## src/rtl/intr_ctrl_if.sv

```systemverilog
// Register bus between the core's load/store unit and the interrupt source block.
// The master issues single-cycle read/write strobes; read data returns one cycle later.
interface intr_ctrl_if;
  logic        we;
  logic        re;
  logic [4:0]  addr;
  logic [31:0] wdata;
  logic [31:0] rdata;

  modport master (output we, output re, output addr, output wdata, input rdata);
  modport slave  (input we, input re, input addr, input wdata, output rdata);
endinterface

```

## src/rtl/intr_ctrl.sv

```systemverilog
// Machine-level interrupt sources: synchronised external pin, MSIP software bit and a
// 64-bit mtime/mtimecmp timer, all presented as registered level outputs.
module intr_ctrl #(
  parameter int SYNC_STAGES = 2,
  parameter int EXT_EDGE    = 0,
  parameter int TICK_DIV    = 1
) (
  input  logic        clk,
  input  logic        rst_n,
  input  logic        i_ext_irq,
  input  logic        i_ext_ack,
  intr_ctrl_if.slave  bus,
  output logic        o_ext_intr,
  output logic        o_sw_intr,
  output logic        o_timer_intr
);

  localparam int PW = (TICK_DIV > 1) ? $clog2(TICK_DIV) : 1;

  localparam logic [2:0] IDX_MSIP   = 3'd0;
  localparam logic [2:0] IDX_MT_LO  = 3'd1;
  localparam logic [2:0] IDX_MT_HI  = 3'd2;
  localparam logic [2:0] IDX_CMP_LO = 3'd3;
  localparam logic [2:0] IDX_CMP_HI = 3'd4;
  localparam logic [2:0] IDX_EXT    = 3'd5;

  logic [SYNC_STAGES-1:0] sync_q, sync_d;
  logic                   synced_dly_q, synced_dly_d;
  logic [PW-1:0]          presc_q, presc_d;
  logic [63:0]            mtime_q, mtime_d;
  logic [63:0]            mtimecmp_q, mtimecmp_d;
  logic                   msip_q, msip_d;
  logic                   pend_q, pend_d;
  logic [31:0]            rdata_q, rdata_d;
  logic                   ext_intr_q, ext_intr_d;
  logic                   sw_intr_q, sw_intr_d;
  logic                   timer_intr_q, timer_intr_d;

  logic [2:0]  idx;
  logic        synced;
  logic        tick;
  logic        rise;
  logic        clr;
  logic [31:0] rd_mux;
  logic        unused_addr_bits;

  assign unused_addr_bits = ^bus.addr[1:0];

  always_comb begin
    idx    = bus.addr[4:2];
    synced = sync_q[SYNC_STAGES-1];
    sync_d = {sync_q[SYNC_STAGES-2:0], i_ext_irq};
    synced_dly_d = synced;

    tick    = (presc_q == PW'(TICK_DIV - 1));
    presc_d = tick ? '0 : presc_q + PW'(1);

    // A bus write to either mtime half replaces that half and suppresses the tick entirely.
    mtime_d = tick ? mtime_q + 64'd1 : mtime_q;
    if (bus.we && idx == IDX_MT_LO) mtime_d = {mtime_q[63:32], bus.wdata};
    if (bus.we && idx == IDX_MT_HI) mtime_d = {bus.wdata, mtime_q[31:0]};

    mtimecmp_d = mtimecmp_q;
    if (bus.we && idx == IDX_CMP_LO) mtimecmp_d = {mtimecmp_q[63:32], bus.wdata};
    if (bus.we && idx == IDX_CMP_HI) mtimecmp_d = {bus.wdata, mtimecmp_q[31:0]};

    msip_d = msip_q;
    if (bus.we && idx == IDX_MSIP) msip_d = bus.wdata[0];

    // Edge mode: a new rising edge beats any clear arriving in the same cycle.
    rise = synced & ~synced_dly_q;
    clr  = i_ext_ack | (bus.we && idx == IDX_EXT && bus.wdata[0]);
    if (EXT_EDGE != 0) pend_d = rise | (pend_q & ~clr);
    else               pend_d = 1'b0;

    ext_intr_d   = (EXT_EDGE != 0) ? pend_d : synced;
    sw_intr_d    = msip_d;
    timer_intr_d = (mtime_q >= mtimecmp_q);

    case (idx)
      IDX_MSIP:   rd_mux = {31'd0, msip_q};
      IDX_MT_LO:  rd_mux = mtime_q[31:0];
      IDX_MT_HI:  rd_mux = mtime_q[63:32];
      IDX_CMP_LO: rd_mux = mtimecmp_q[31:0];
      IDX_CMP_HI: rd_mux = mtimecmp_q[63:32];
      IDX_EXT:    rd_mux = {30'd0, synced, ((EXT_EDGE != 0) ? pend_q : synced)};
      default:    rd_mux = 32'd0;
    endcase
    rdata_d = bus.re ? rd_mux : rdata_q;
  end

  always_ff @(posedge clk or negedge rst_n) begin
    if (!rst_n) begin
      sync_q       <= '0;
      synced_dly_q <= 1'b0;
      presc_q      <= '0;
      mtime_q      <= 64'd0;
      mtimecmp_q   <= 64'hFFFF_FFFF_FFFF_FFFF;
      msip_q       <= 1'b0;
      pend_q       <= 1'b0;
      rdata_q      <= 32'd0;
      ext_intr_q   <= 1'b0;
      sw_intr_q    <= 1'b0;
      timer_intr_q <= 1'b0;
    end else begin
      sync_q       <= sync_d;
      synced_dly_q <= synced_dly_d;
      presc_q      <= presc_d;
      mtime_q      <= mtime_d;
      mtimecmp_q   <= mtimecmp_d;
      msip_q       <= msip_d;
      pend_q       <= pend_d;
      rdata_q      <= rdata_d;
      ext_intr_q   <= ext_intr_d;
      sw_intr_q    <= sw_intr_d;
      timer_intr_q <= timer_intr_d;
    end
  end

  assign bus.rdata    = rdata_q;
  assign o_ext_intr   = ext_intr_q;
  assign o_sw_intr    = sw_intr_q;
  assign o_timer_intr = timer_intr_q;

endmodule
```

## src/flat_wrapper.sv

```systemverilog
// flat-port wrapper written by rule: the top's interface ports become plain ports
module intr_ctrl_flat 
#(
  parameter int SYNC_STAGES = 2,
  parameter int EXT_EDGE    = 0,
  parameter int TICK_DIV    = 1
)
  (clk, rst_n, i_ext_irq, i_ext_ack, o_ext_intr, o_sw_intr, o_timer_intr, bus_we, bus_re, bus_addr, bus_wdata, bus_rdata);
  intr_ctrl_if bus_i ();
  input  logic clk;
  input  logic rst_n;
  input  logic i_ext_irq;
  input  logic i_ext_ack;
  output logic o_ext_intr;
  output logic o_sw_intr;
  output logic o_timer_intr;
  input wire logic [$bits(bus_i.we)-1:0] bus_we;
  input wire logic [$bits(bus_i.re)-1:0] bus_re;
  input wire logic [$bits(bus_i.addr)-1:0] bus_addr;
  input wire logic [$bits(bus_i.wdata)-1:0] bus_wdata;
  output wire logic [$bits(bus_i.rdata)-1:0] bus_rdata;
  assign bus_i.we = bus_we;
  assign bus_i.re = bus_re;
  assign bus_i.addr = bus_addr;
  assign bus_i.wdata = bus_wdata;
  assign bus_rdata = bus_i.rdata;
  intr_ctrl #(.SYNC_STAGES(SYNC_STAGES), .EXT_EDGE(EXT_EDGE), .TICK_DIV(TICK_DIV)) u_core (.clk(clk), .rst_n(rst_n), .i_ext_irq(i_ext_irq), .i_ext_ack(i_ext_ack), .bus(bus_i), .o_ext_intr(o_ext_intr), .o_sw_intr(o_sw_intr), .o_timer_intr(o_timer_intr));
endmodule
```

## config.mk

```make
export PLATFORM = sky130hd
export DESIGN_NAME = intr_ctrl_flat
export DESIGN_NICKNAME = d
export VERILOG_FILES = /design/src/rtl/intr_ctrl_if.sv /design/src/rtl/intr_ctrl.sv /design/src/flat_wrapper.sv
export SDC_FILE = /design/constraint.sdc
export NUM_CORES = 1
export LEC_CHECK = 0
export BUFFER_PORTS_ARGS = -buffer_cell sky130_fd_sc_hd__buf_2
export CORE_ASPECT_RATIO = 1.1
export CORE_MARGIN = 2
export CORE_UTILIZATION = 55
export DETAILED_ROUTE_END_ITERATION = 16
export HOLD_SLACK_MARGIN = 0.06
export MAX_ROUTING_LAYER = met4
export PLACE_DENSITY = 0.74
export SLEW_MARGIN = 20
export SYNTH_ARGS = -nofsm -noshare
export SYNTH_HDL_FRONTEND = slang
export SYNTH_SLANG_ARGS = --single-unit
```

## constraint.sdc

```tcl
create_clock -name clk -period 3.2 [get_ports clk]
set_clock_uncertainty 0.2 [all_clocks]
set_input_delay 0.64 -clock clk [delete_from_list [all_inputs] [get_ports clk]]
set_output_delay 0.64 -clock clk [all_outputs]
set_load 0.05 [all_outputs]
```

* Word-level counts from Yosys, hierarchy flattened
Index checks and enable logic that the tools add are counted.
** Cells by class
- Reductions and logical operators :: 9
- Add/subtract/negate cells :: 2
- Magnitude comparators :: 1
- Eq/ne operators :: 8
- Mux-type cells :: 7
- Bitwise gates (word level) :: 2
** Operator list (number)
- 64-bit two-way mux :: 4
- 32-bit case mux with 6 select lines :: 1
- 64-bit by 1-bit adder with 64-bit output (second input constant) :: 1
- 64-bit greater-or-equal comparator :: 1
- 32-bit two-way mux :: 1
- 3-bit by 2-bit == test with 1-bit output (second input constant) :: 2
- 3-bit == test (second input constant) :: 2
- 2-bit inequality test (second input constant) :: 3
- 2-bit AND reduction :: 3
- 1-bit logical AND :: 5
- 3-bit by 1-bit == test with 1-bit output (second input constant) :: 1
- 3-bit zero test :: 1
- 1-bit NOT :: 2
- 1-bit adder (second input constant) :: 1
- 1-bit two-way mux :: 1
** Storage, ports and cells
- Logic and storage cells :: 39
- Register bits after elaboration :: 166

* Longest topological paths before layout
- Depth after elaboration :: 4
- Depth in mapped cells :: 8
- Gate-level depth less buffers :: 8

* Worst setup path after synthesis
No wires, ideal clock.
- Path kind :: reg2reg
- From :: reg u_core.mtime_q[0]
- To :: reg u_core.mtime_q[58]
- Stages on the path, launching flop included :: 9
- Arrival :: 2.413 ns
- Data required time :: 2.931 ns
- Path slack :: 0.517 ns
- Buffers on the path :: 1
- Library setup time :: 0.069 ns
- Cell sequence :: dfrtp_1 ha_1 nand4_2 or4_1 buf_2 nor4b_4 nand3_2 or4_1 nand3_1
** Between the ends
- Longest elaborated chain between the ends :: 4
** RTL lines
- start: declaration :: RTL line intr_ctrl.sv:30 : logic [63:0] mtime_q, mtime_d;
- start signal: assignment :: RTL line intr_ctrl.sv:109 : mtime_q <= mtime_d;
- 64-bit by 1-bit adder with 64-bit output :: RTL line intr_ctrl.sv:59 : mtime_d = tick ? mtime_q + 64'd1 : mtime_q;
- 64-bit two-way mux :: RTL line intr_ctrl.sv:59
- 64-bit two-way mux :: RTL line intr_ctrl.sv:60 : if (bus.we && idx == IDX_MT_LO) mtime_d = {mtime_q[63:32], bus.wdata};
- 64-bit two-way mux :: RTL line intr_ctrl.sv:61 : if (bus.we && idx == IDX_MT_HI) mtime_d = {bus.wdata, mtime_q[31:0]};
No other way between the ends. The select of a mux whose other input is x is not followed.
A chain may end at the register's enable or synchronous reset.

* Final worst setup path
- From :: reg u_core.mtime_q[1]
- To :: reg u_core.mtime_q[58]
The elaborated chain is that of the path after synthesis.

==> run_results.csv <==
group,metric,value,unit
die,die_x,133,µm
place,gp_congestion,0.913,
finish,multi_input_area,5250,µm²
sta,fmax,324,MHz
die,ios,78,
finish,final_nets,1303,
routing,drc,0,
clocking,cts_root_buf,"clkbuf_16",
critical_path,cp-end-kind,"register",
yosys,syn-num-nets,1234,
finish,antenna_cells,0,
sta,period_minus_slack,3.09,ns
pwr,p_per_area,644,nW/µm²
place,hpwl,20500,µm
sta,relSlewSlack,0.481,
die,initial_core_util,0.565,
critical_path,critPathArrivalTime,3.25,ns
yosys,ys_async_sr_fraction,1.00,
yosys,synth_seq_cells,165,
clocking,h-tree-depth,4,
min_path,min_from,"i_ext_irq",
place,port-buffer-count,74,
yosys,synth_ff_type,"dfrtp_1",
global_route,gr-usage-all-layers,0.313,
critical_path,path_buf_inv,0,
clocking,cts_buffers,17,
clocking,cts_max_path_buffers,2,
clocking,clkLatencyLatePin,0.44,ns
pwr,total_leakage_power,0.00508,µW
global_route,grt-ovfl-total,0,
die,die_h,146,µm
yosys,synth_area_leaders,"dfrtp_1, dfstp_2, ha_1",
pwr,power,7410,µW
sta,finalHoldViolCount,0,
yosys,ys_seq_area_frac,0.417,
clocking,cts_tree,"yes",
yosys,synth_edf_count,0,
yosys,yosys.area.top_type,"dfrtp_1",
die,dieArea,19500,µm²
min_path,hold_path_class,"input pin to register",
critical_path,start_kind,"register",
routing,firstDrtPassIters,6,
routing,drt_iter0_drc,1070,
global_route,grt_max_degree,83,
sta,setup_viol,0,
pwr,vdd_drop_max,0.426,mV
outcome,status,"completed",
critical_path,critical-path-top-delay-family,"simple AND/OR/NAND/NOR gates",
yosys,syn_avg_cell_area,8.97,µm²
yosys,synthTopCellsByCount,"inv_1, dfrtp_1, o21ai_0",
finish,fill_cells,1499,
global_route,antenna_found_initial,0,
routing,vias,9179,
critical_path,path_class,"register to register",
critical_path,cp_slowest_cell,"or4_1",
die,rows,51,
routing,drt_wl_total,28900,µm
clocking,clkSinkCount,165,
routing,routedWlPerCell,20.0,µm
critical_path,max_stage_delay,0.65,ns
finish,final_core_util,0.645,
global_route,grt_pass1_vias,8986,
yosys,synth.most_common_cell,"inv_1",
yosys,netlist_instances,1126,
sta,rsz0062_at_grt,"no",
critical_path,crit_chain,"ha_1, nand4_2, or4_1, nor4b_4, nand3_2, or4_1, nand3_1",
routing,ant_nets,0,
clocking,path_clk_slew,0.06,ns
flow_run,maxCapViolCount,0,
finish,drive_gt1_frac,0.219,
critical_path,cp_data_required_time,3.37,ns
critical_path,crit_fanout,6,
yosys,ys_warn_count,0,
yosys,synth_top_area_frac,0.250,
sta,worst_slew_pin_slew,0.769,ns
critical_path,startpoint,"u_core.mtime_q[1]$_DFFE_PN0N_",
sta,fin_crit_sh,0.964,
finish,seqCellArea,4210,µm²
yosys,yosys.cell_types.count,59,
critical_path,rr_startpoint,"u_core.mtime_q[1]$_DFFE_PN0N_",
die,coreArea,17900,µm²
clocking,cts_resized,0,
yosys,syn_area,10100,µm²
sta,final_max_slew_viol_count,0,
finish,syn_to_final_growth,14.1,%
critical_path,cpMostUsedCell,"or4_1",
global_route,grt_pass1_wl,47100,µm
sta,tns,0,ns
routing,vias_per_cell,6.35,
worst reg2reg max path, delay by kind of cell (launching register included):
family / cells / cell delay [ns]
adder cells (fa/ha/maj): 1 / 0.27
flip-flops: 1 / 0.44
AND/OR/NAND/NOR: 6 / 2.11
sequential cells by signal (all words and copies together), names as in the netlist:
| register | count |
|---|---|
| u_core.mtime_q | 64 |
| u_core.mtimecmp_q | 64 |
| u_core.bus.rdata | 32 |
| u_core.sync_q | 2 |
| u_core.msip_q | 1 |
| u_core.o_ext_intr | 1 |
| u_core.o_timer_intr | 1 |
through the flow:
step / worst slack, ns / cells / area (µm²) / hold WS (ns)
2_1_floorplan: 0.517 / 1126 / 10100 / 0.131
3_3_place_gp: 0.286 / 1413 / 10900 / 0.133
3_5_place_dp: 0.210 / 1413 / 10900 / 0.136
4_1_cts: 0.144 / 1446 / 11500 / 0.103
5_1_grt: 0.0439 / 1446 / 11500 / 0.108
6_report: 0.114 / 1446 / 11500 / 0.109
cell type report:
cell class	instances	area share
Clock buffer	22	0.0403
Clock inverter	10	0.00858
Inverter	108	0.0352
Multi-Input combinational cell	784	0.456
Sequential cell	165	0.365
Tap cell	238	0.0259
Timing Repair Buffer	119	0.0688
metal layers:
layer	track usage	part of all wire
met1	0.410	0.43
met2	0.501	0.49
met3	0.0458	0.066
met4	0.104	0.020
met5	-	0
where the power goes:
part | leakage, µW | internal [µW] | switching (µW)
clock network | 0.000271 | 1120 | 875
logic | 0.00293 | 915 | 1360
registers | 0.00188 | 2650 | 497
worst paths after layout:
kind | end | slack, ns | depth (start not counted)
worst max-delay path | u_core.mtime_q[58]$_DFFE_PN0P_ | 0.11 | 7
max in group asynchronous | u_core.mtimecmp_q[18]$_DFFE_PN1P_ | 1.52 | 3
worst min register to register | u_core.sync_q[1]$_DFF_PN0_ | 0.15 | 0
worst max register to register | u_core.mtime_q[58]$_DFFE_PN0P_ | 0.11 | 7
worst min-delay path | u_core.sync_q[0]$_DFF_PN0_ | 0.11 | 1
min in group asynchronous | u_core.o_ext_intr$_DFF_PN0_ | 0.51 | 2
logic make-up (layout without fill, tap and decap cells):
kind of cell | after synthesis | in the layout | synth area share
flops | 165 | 165 | 0.417
buf+inv | 177 | 259 | 0.0661
simple gates | 309 | 309 | 0.153
mux | 36 | 36 | 0.0399
compound gates | 374 | 374 | 0.243
fa+ha+maj | 65 | 65 | 0.0806
placed cells by master, fill, tap and decap left out, types with 4 or more instances in the layout:
cell	instances
o22a_1	8
inv_1	108
nor4_1	9
a21o_1	24
a221oi_1	33
buf_4	38
a22oi_1	10
nand2_1	80
or4_1	5
o21ai_0	87
mux2_2	34
and3_1	16
o22ai_1	40
nor2_1	60
nand4_1	27
buf_2	73
nor3_1	22
ha_1	65
o21a_1	4
and2_1	4
a2bb2oi_1	4
a31oi_1	12
or3_1	7
a22o_1	37
clkbuf_16	17
o31ai_1	5
dfstp_2	64
a21oi_1	81
nand3_1	55
a31o_2	5
buf_12	6
dfrtp_1	101
repair_timing:
| action | 4_1_cts | 5_1_grt |
|---|---|---|
| endpoints found under the hold margin | 32 | 0 |
| endpoints found under the setup margin | 0 | 1 |
| hold buffers | 1 | 0 |
| buffers inserted | 0 | 0 |
Note: power is estimated with default switching activity, not from simulation.
